## config.mk

```make
export PLATFORM = sky130hd
export DESIGN_NAME = ir_queue
export DESIGN_NICKNAME = d
export VERILOG_FILES = /design/src/rtl/ir_queue.sv
export SDC_FILE = /design/constraint.sdc
export NUM_CORES = 1
export LEC_CHECK = 0
export ABC_AREA = 1
export CAP_MARGIN = 20
export CELL_PAD_IN_SITES_DETAIL_PLACEMENT = 2
export CELL_PAD_IN_SITES_GLOBAL_PLACEMENT = 2
export CORE_MARGIN = 2
export CORE_UTILIZATION = 38
export DETAILED_ROUTE_END_ITERATION = 16
export PLACE_DENSITY_LB_ADDON = 0.12
export REMOVE_ABC_BUFFERS = 1
export SLEW_MARGIN = 20
export SYNTH_ARGS = -nofsm -noshare
export SYNTH_HDL_FRONTEND = slang
export SYNTH_SLANG_ARGS = --single-unit
```

## constraint.sdc

```tcl
create_clock -name clk -period 4.8 [get_ports clk]
set_input_delay 0.96 -clock clk [delete_from_list [all_inputs] [get_ports clk]]
set_output_delay 0.96 -clock clk [all_outputs]
set_load 0.01 [all_outputs]
```

## src/rtl/ir_queue.sv

```systemverilog
// ir_queue: show-ahead instruction buffer between IM and decode.
// Circular buffer with flush for branch/exception redirects; head is zero when empty.
module ir_queue #(
    parameter int DATA_W = 32,
    parameter int DEPTH  = 4,
    parameter int CNT_W  = $clog2(DEPTH + 1)
) (
    input  logic              clk,
    input  logic              rst,
    input  logic [DATA_W-1:0] im_din,
    input  logic              irwr,
    output logic              ir_rdy,
    output logic [DATA_W-1:0] im_dout,
    output logic              ir_vld,
    input  logic              ir_take,
    input  logic              flush,
    output logic [CNT_W-1:0]  count
);
    localparam int PTR_W = (DEPTH > 1) ? $clog2(DEPTH) : 1;

    logic [DATA_W-1:0] mem_q [DEPTH];
    logic [PTR_W-1:0]  wr_ptr_q, wr_ptr_d, rd_ptr_q, rd_ptr_d;
    logic [CNT_W-1:0]  cnt_q, cnt_d;
    logic              push, pop;

    assign ir_rdy  = cnt_q != CNT_W'(DEPTH);
    assign ir_vld  = cnt_q != '0;
    assign count   = cnt_q;
    assign im_dout = ir_vld ? mem_q[rd_ptr_q] : '0;
    assign push    = irwr && ir_rdy;
    assign pop     = ir_take && ir_vld;

    // DEPTH is a power of two, so pointers wrap by natural overflow.
    always_comb begin
        wr_ptr_d = flush ? '0 : (push ? wr_ptr_q + 1'b1 : wr_ptr_q);
        rd_ptr_d = flush ? '0 : (pop ? rd_ptr_q + 1'b1 : rd_ptr_q);
        cnt_d    = flush ? '0 : cnt_q + CNT_W'(push) - CNT_W'(pop);
    end

    always_ff @(posedge clk or negedge rst) begin
        if (!rst) begin
            wr_ptr_q <= '0;
            rd_ptr_q <= '0;
            cnt_q    <= '0;
        end else begin
            wr_ptr_q <= wr_ptr_d;
            rd_ptr_q <= rd_ptr_d;
            cnt_q    <= cnt_d;
        end
    end

    // Storage is never reset; stale words are hidden by the ir_vld gate on im_dout.
    always_ff @(posedge clk) begin
        if (rst && push && !flush)
            mem_q[wr_ptr_q] <= im_din;
    end
endmodule

```

* After elaboration in Yosys (flattened, before gate mapping) *
Memory sizes are Yosys's and may differ from the RTL's.
Cells that the tools add are included.

operators by class
  equality and inequality tests = 1
  muxes and demuxes = 8
  reduce and logical (&&, ||, !) cells = 8
  add/subtract/negate cells = 4

operator list
  cell                                                            count
  32-bit 2-to-1 mux                                               1
  2-bit 2-to-1 mux                                                4
  2-bit by 1-bit adder with 2-bit output (second input constant)  2
  1-bit logical AND                                               4
  2-bit nonzero test                                              2
  3-bit by 1-bit adder with 3-bit output                          1
  3-bit 2-to-1 mux                                                1
  3-bit != test (second input constant)                           1
  3-bit nonzero test                                              1
  3-bit by 1-bit subtractor with 3-bit output                     1
  1-bit 2-to-1 mux                                                2
  1-bit zero test                                                 1

storage, ports and cells
  bits in registers = 7
  RAM bits = 128
  word-level logic and storage cells = 25
  input port bits = 37
  output and inout bits = 37
  memories kept = 1

memory list
  memory  words  width  rd ports  clocked after Yosys merged registers in  wr ports  RTL line  source
  mem_q   4      32     1         0                                        1         21        logic [DATA_W-1:0] mem_q [DEPTH];

* Logic depth before layout (Yosys ltp) *
Gate-level depths: netlist of run 1.

  word-level depth = 6
  depth in mapped cells = 12
  depth with buffers taken out = 12

* Least setup slack after synthesis of run 1 *
Ideal clock, no wire load.

  kind = input-to-reg
  start = in flush
  end = mem mem_q[0][0] (enable)
  arrival = 2.616 ns
  data required time = 4.379 ns
  buffers on the path = 0
  slack = 1.763 ns
  stages = 3
  setup time = 0.421 ns
  path through = inv_2 -> nand4_1 -> nor2_1

on the way
  longest elaborated chain between the ends = 4

ends and longest elaborated chain
  what                                    RTL line  source
  start: declaration                      16        input logic flush,
  1-bit zero test                         54        if (rst && push && !flush)
  1-bit logical AND                       54
  1-bit 2-to-1 mux                        54
  1-bit 2-to-1 mux (not written as such)  55        mem_q[wr_ptr_q] <= im_din;
  end: declaration                        21

Every way passes these cells.

* Final worst setup path of run 1 *
  start = reg rd_ptr_q[1]
  end = out im_dout[11]

on the way
  longest elaborated chain between the ends = 2

ends and longest elaborated chain
  what                      RTL line  source
  start: declaration        22        logic [PTR_W-1:0] wr_ptr_q, wr_ptr_d, rd_ptr_q, rd_ptr_d;
  start signal: assignment  47        rd_ptr_q <= rd_ptr_d;
  memory read 4 x 32 bit    n/a
  32-bit 2-to-1 mux         29        assign im_dout = ir_vld ? mem_q[rd_ptr_q] : '0;
  end: declaration          13        output logic [DATA_W-1:0] im_dout,

Every way passes these cells.

==> results of run 1 <==
## cell families after synthesis
group,Yosys count
AOI/OAI and AO/OA,33
adders and majority gates,7
and+or+nand+nor,224
DFF,135
buffers and inverters,168
## flip-flops by register name (all words and copies together), names as in the netlist
name,count
wr_ptr_q,2
mem_q,128
count,3
rd_ptr_q,2
## area by class of cell
type                    instances  area (um^2)
repair buffers                 79        775.7
inverters                     144        540.5
fillers                      1546         7809
flip-flops and latches        135         4021
multi-input cells             264         1230
clock buffers                  17        425.4
clock inverters                15        165.2
well taps                     188        235.2
## per-stage QoR
stage | util | total power, mW | instance area (um^2) | worst slack (ns)
finish | 0.4863 | 4.013 | 7393 | 0.9517
global route | 0.4863 | 4.217 | 7393 | 0.8245
floorplan | - | 1.991 | 5759 | 1.398
detailed placement | 0.4475 | 2.713 | 6803 | 1.371
CTS | 0.4863 | 4.061 | 7393 | 0.9178
global placement | 0.4475 | 2.649 | 6803 | 1.443
## worst max-delay path: cells and delay by family, from the launching register on
family	cells	cell delay [ns]
flops	1	0.68
buf+inv	2	1.31
simple gates	1	0.15
compound gates	1	0.31
## power groups by stage
stage / sequential, mW / combinational (mW) / clock (mW)
after floorplan: 1.45 / 0.546 / 0
after global placement: 1.42 / 1.23 / 0
after detailed placement: 1.42 / 1.29 / 0
after CTS: 1.40 / 1.31 / 1.35
after global routing: 1.41 / 1.41 / 1.40
final: 1.40 / 1.28 / 1.33
## worst max path at each step
stage                start          end  slack [ns]  depth (start not counted)
2_1_floorplan  rd_ptr_q[0]   im_dout[0]        1.40                          4
3_3_place_gp   rd_ptr_q[1]  im_dout[22]        1.44                          4
3_5_place_dp   rd_ptr_q[1]  im_dout[22]        1.37                          4
4_1_cts        rd_ptr_q[1]  im_dout[19]        0.92                          4
5_1_grt        rd_ptr_q[1]  im_dout[19]        0.82                          4
6_report       rd_ptr_q[1]  im_dout[11]        0.95                          4
## cells in the final DEF (no fill, tap or decap), drive strengths merged
master and count:
fa 1, nand2 141, clkinv 39, buf 6, inv 116, edfxtp 128
nand4 5, a21oi 33, clkbuf 17, clkdlybuf4s50 73, ha 6, nand3 69
bufinv 4, nor2 9, dfrtp 7
## layer usage
metal | vias to the layer above | share of wire | GRT usage
met2 | 79 | 0.56 | 0.4102
met5 | - | 0 | 0
met4 | 0 | 0.013 | 0.07289
li1 | 1945 | - | -
met1 | 2168 | 0.39 | 0.2391
met3 | 20 | 0.035 | 0.05322
==> impl_metrics.json, run 1 <==
{
  "post_drt_wl_per_cell_um": 20.12,
  "synth-edff-count": 128,
  "layout.cells.non_filler": 842,
  "synthesis.area_per_instance_um2": 10.42,
  "static-leakage-power_nw": 3.034,
  "critPathSlowestCell": "inv_2",
  "path_max_fanout": 35,
  "unrepaired_setup_endpoints_after_global_routing": "false",
  "gp_congestion": 0.7565,
  "slew_violations": 0,
  "synth.yosys.seq_area_share": 0.6799,
  "cts_tree": "built",
  "yosys.area_share.simple": 0.1590,
  "grt_pass1_wl_mm": 26.46,
  "synth_top_family_by_area": "simple AND/OR/NAND/NOR gates",
  "postRouteWirelength_mm": 16.94,
  "drive_above_1_share": 0.09633,
  "nNetsFinal": 685,
  "die_height_um": 128.7,
  "core_area_um2": 15200,
  "switchingPower_mw": 1.276,
  "fin_hold_ws_ns": 0.6035,
  "worst_slew_margin_rel": 0.4707,
  "cts_post_setup_buffers_inserted": 0,
  "grt_usage": 0.2178,
  "cts_buffer_depth": 2,
  "crit_arrival_ns": 2.89,
  "path_clk_slew_ns": 0.06,
  "r2r_start": "count[1]",
  "overflow": 0,
  "die_area_um2": 16570,
  "synth_area_leader_cell": "edfxtp_1",
  "ant_nets": 0,
  "area_fraction_in_compound_gates_after_synthesis": 0.02794,
  "synth_async_sr_flop_share": 0.05185,
  "period_minus_slack_ns": 3.848,
  "combinationalPowerShare": 0.320,
  "worstHoldStart": "wr_ptr_q[0]",
  "drtIter0Drc": 274,
  "worst_r2r_dst": "mem_q[0][4]",
  "fin_crit_sh": 0.8017,
  "cts_hold_buf": 0,
  "synthMuxAreaShare": 0,
  "drc": 0,
  "post_synth_fa_ha_maj_area_fraction": 0.01609,
  "ir_drop_mv": 0.2699,
  "synthXorXnorAreaFrac": 0,
  "synth.ff_latch_count": 135,
  "numCtsBuffers": 17,
  "timing_worst_slew_pin_value_ns": 0.7940,
  "io_buffers": 73,
  "type_of_the_most_critical_hold_path": "flip-flop to flip-flop",
  "path_class": "flip-flop to primary output",
  "top_post_synthesis_cells_by_area": "edfxtp_1 (65%), nand2_1 (9.0%), nand3_1 (5.8%)",
  "setup.reg_to_reg.worst_slack_ns": 2.47,
  "holdPathEnd": "wr_ptr_q[0]",
  "sequentialPowerShare": 0.349,
  "timing.critical_path.to_type": "primary output",
  "dieWidth_um": 128.7,
  "route.vias.total": 4212,
  "worstPathCellList": "inv_2, nand3_1, a21oi_1, clkdlybuf4s50_1",
  "max_cap_check_violation_count": 0,
  "antenna_found_initial": 0,
  "crit_path_max_incr_delay_ns": 0.71,
  "setup_total_negative_slack_ns": 0,
  "cts-resized-gates": 0,
  "netlist-cell-type-count": 16,
  "dp_hpwl_mm": 10.23,
  "starting_density_of_the_core": 0.3888,
  "post_synth_instance_area_um2": 5911,
  "insertedDiodeCount": 0,
  "rows": 45,
  "power.internal_mw": 2.737,
  "detailedRoute.firstPassIterationCount": 4,
  "synth_top_area_share": 0.6503,
  "fin_worst_skew_ns": 0.005854,
  "clock_insertion_delay_worst_skew_ns": 0.42,
  "synth_most_common_cell": "nand2_1",
  "ys_dominant_reg_cell": "edfxtp_1",
  "timing.hold.worst_path_depth": 2,
  "hold_viol_final": 0,
  "required_ns": 3.84,
  "p_clk_frac": 0.332,
  "cells_on_worst_reg2reg_path": 5,
  "largest_net_degree_at_the_start_of_global_routing": 67,
  "switching_share": 0.3179,
  "worst_setup_path_start_kind": "flip-flop",
  "synth_commonest_cells": "nand2_1 (141), edfxtp_1 (128), inv_1 (89)",
  "clock-sinks": 135,
  "ctsRootBufferMaster": "clkbuf_16",
  "number_of_placed_cells_counting_well_taps": 810,
  "outcome": "finished clean",
  "timing.final.setup_violations": 0,
  "vias_per_cell": 5.002,
  "io_pins": 74,
  "first_global_vias": 4823,
  "syn_inst": 567,
  "htree_levels": 4,
  "cellPowerDensity_nw_per_um2": 542.8,
  "timing.fmax_mhz": 259.9,
  "synthesis.yosys.warnings": 0,
  "area_growth_syn_to_layout_pct": 25.08
}
(Power assumes the default switching activity.)
==> inputs of run 2 (changes only) <==
--- a/config.mk
+++ b/config.mk
@@ -10,7 +10,7 @@
 export CELL_PAD_IN_SITES_DETAIL_PLACEMENT = 2
 export CELL_PAD_IN_SITES_GLOBAL_PLACEMENT = 2
 export CORE_MARGIN = 2
-export CORE_UTILIZATION = 38
+export CORE_UTILIZATION = 36
 export DETAILED_ROUTE_END_ITERATION = 16
 export PLACE_DENSITY_LB_ADDON = 0.12
 export REMOVE_ABC_BUFFERS = 1
==> constraint.sdc (replaced) <==
create_clock -name clk -period 4 [get_ports clk]
set_input_delay 0.8 -clock clk [delete_from_list [all_inputs] [get_ports clk]]
set_output_delay 0.8 -clock clk [all_outputs]
set_load 0.01 [all_outputs]
==> run 2 against run 1 <==
  * First-iteration DRC count decreased by 44%
  * Combinational power is 20% higher
  * Clock-buffer cell count increased by 2
  * Critical endpoint is now im_dout[8]
  * Register-to-register slack worse by 0.85 ns
  * Core utilization decreased by 1.6 points
  * Final area increased by 1.3%
==> impl_metrics.json, run 2 (same netlist as run 1, synthesis figures left out) <==
{
  "outcome": "finished clean",
  "ir_drop_mv": 0.3018,
  "unrepaired_setup_endpoints_after_global_routing": "false",
  "sequentialPowerShare": 0.343,
  "antenna_found_initial": 0,
  "cts_buffer_depth": 2,
  "detailedRoute.firstPassIterationCount": 4,
  "setup.reg_to_reg.worst_slack_ns": 1.62,
  "dp_hpwl_mm": 9.711,
  "route.vias.total": 4111,
  "timing.hold.worst_path_depth": 2,
  "path_clk_slew_ns": 0.06,
  "filler_cell_count": 1634,
  "dieWidth_um": 132.1,
  "io_buffers": 73,
  "pnr_worst_setup_slack_ns": 0.5708,
  "crit_arrival_ns": 2.63,
  "path_class": "flip-flop to primary output",
  "multi_input_area_um2": 1230,
  "overflow": 0,
  "most-common-layout-cells": "nand2_1 (141), edfxtp_1 (128), inv_1 (89)",
  "timing.fmax_mhz": 291.6,
  "insertedDiodeCount": 0,
  "vias_per_cell": 4.698,
  "rows": 46,
  "post_drt_wl_per_cell_um": 18.32,
  "area.sequential_um2": 4021,
  "first_global_vias": 4677,
  "postRouteWirelength_mm": 16.03,
  "grt_usage": 0.1937,
  "pre_cts_slack_ns": 0.8585,
  "clock_insertion_delay_worst_skew_ns": 0.42,
  "nNetsFinal": 690,
  "registers.top_by_ff_count": "mem_q",
  "period_minus_slack_ns": 3.429,
  "drtIter0Drc": 154,
  "cts_post_setup_buffers_inserted": 0,
  "cellPowerDensity_nw_per_um2": 652.0,
  "drc": 0,
  "area_growth_syn_to_layout_pct": 26.76,
  "required_ns": 3.20,
  "htree_levels": 4,
  "timing_worst_slew_pin_value_ns": 0.7536,
  "hold_viol_final": 0,
  "setup_total_negative_slack_ns": 0,
  "gp_congestion": 0.7555,
  "max_cap_check_violation_count": 0,
  "report.power.total_mw": 4.885,
  "slew_violations": 0,
  "numCtsBuffers": 17,
  "worstHoldStart": "wr_ptr_q[0]",
  "combinationalPowerShare": 0.315,
  "ctsRootBufferMaster": "clkbuf_16",
  "fin_worst_skew_ns": 0.01002,
  "cts-resized-gates": 0,
  "largest_net_degree_at_the_start_of_global_routing": 49,
  "switchingPower_mw": 1.526,
  "power.internal_mw": 3.359,
  "switching_share": 0.3123,
  "p_clk_frac": 0.342,
  "clock-sinks": 135,
  "ant_nets": 0,
  "starting_density_of_the_core": 0.3707,
  "grt_pass1_wl_mm": 25.58,
  "cells_on_worst_reg2reg_path": 5,
  "holdPathEnd": "wr_ptr_q[0]",
  "type_of_the_most_critical_hold_path": "flip-flop to flip-flop",
  "die_height_um": 132.1,
  "core_area_um2": 15940,
  "worst_slew_margin_rel": 0.4969,
  "cts_hold_buf": 0,
  "fin_crit_sh": 0.8573,
  "final_common_cell": "nand2_1",
  "drive_above_1_share": 0.1047,
  "cts_tree": "built",
  "worst_setup_path_start_kind": "flip-flop",
  "static-leakage-power_nw": 3.071,
  "worst_r2r_dst": "mem_q[0][22]",
  "path_max_fanout": 23,
  "largest_register_ffs": 128,
  "critical_path.startpoint": "rd_ptr_q[0]",
  "timing.final.setup_violations": 0,
  "die_area_um2": 17460,
  "timing.critical_path.to_type": "primary output",
  "io_pins": 74,
  "r2r_start": "count[1]"
}
-- run 2: cell count changes in the layout (fill, tap and decap cells not counted), sizes merged --
cell,before,now
bufinv,4,5
clkbuf,17,19
clkinv,39,36
buf,6,11
-- run 2: worst max-delay path, cell delays in order, from the launching register on --
cell and delay, ns:
dfrtp_2 0.58, inv_2 0.24, buf_4 0.28, nand2_1 0.10, nand3_1 0.09, a21oi_1 0.30
clkdlybuf4s50_1 0.60
-- run 2: how the worst max path moves through the flow --
stage | end | slack (ns) | cells past startpoint
after global placement | mem_q[1][16] | 0.94 | 5
final | im_dout[8] | 0.57 | 6
after detailed placement | mem_q[1][16] | 0.86 | 5
after global routing | im_dout[8] | 0.42 | 6
after floorplan | im_dout[0] | 0.76 | 4
after CTS | im_dout[8] | 0.51 | 6
-- run 2: metal layers --
metal | part of all wire | track usage | vias to the layer above
met2 | 0.53 | 0.3481 | 54
met3 | 0.025 | 0.03768 | 13
met1 | 0.43 | 0.2347 | 2086
li1 | - | - | 1958
met4 | 0.012 | 0.05978 | 0
met5 | 0 | 0 | -
-- run 2: stage by stage --
step                  util  hold slack [ns]  cell area (um^2)  instances
floorplan                -           0.5044              5759        543
global placement    0.4313           0.5519              6875        843
detailed placement  0.4313           0.6056              6875        843
CTS                 0.4699           0.6273              7492        875
global route        0.4699           0.6598              7492        875
finish              0.4699           0.6157              7492        875
-- run 2: power groups by stage --
stage | sequential (mW) | clock (mW) | combinational, mW
after floorplan | 1.73 | 0 | 0.655
after global placement | 1.70 | 0 | 1.52
after detailed placement | 1.70 | 0 | 1.56
after CTS | 1.68 | 1.70 | 1.58
after global routing | 1.69 | 1.76 | 1.69
final | 1.68 | 1.67 | 1.54
-- run 2: cell type report --
| type | count | area share |
|---|---|---|
| Inverter | 144 | 0.07214 |
| Sequential cell | 135 | 0.5367 |
| Multi-Input combinational cell | 264 | 0.1642 |
| Clock buffer | 19 | 0.05778 |
| Tap cell | 216 | 0.03607 |
| Clock inverter | 13 | 0.02455 |
| Timing Repair Buffer | 84 | 0.1086 |
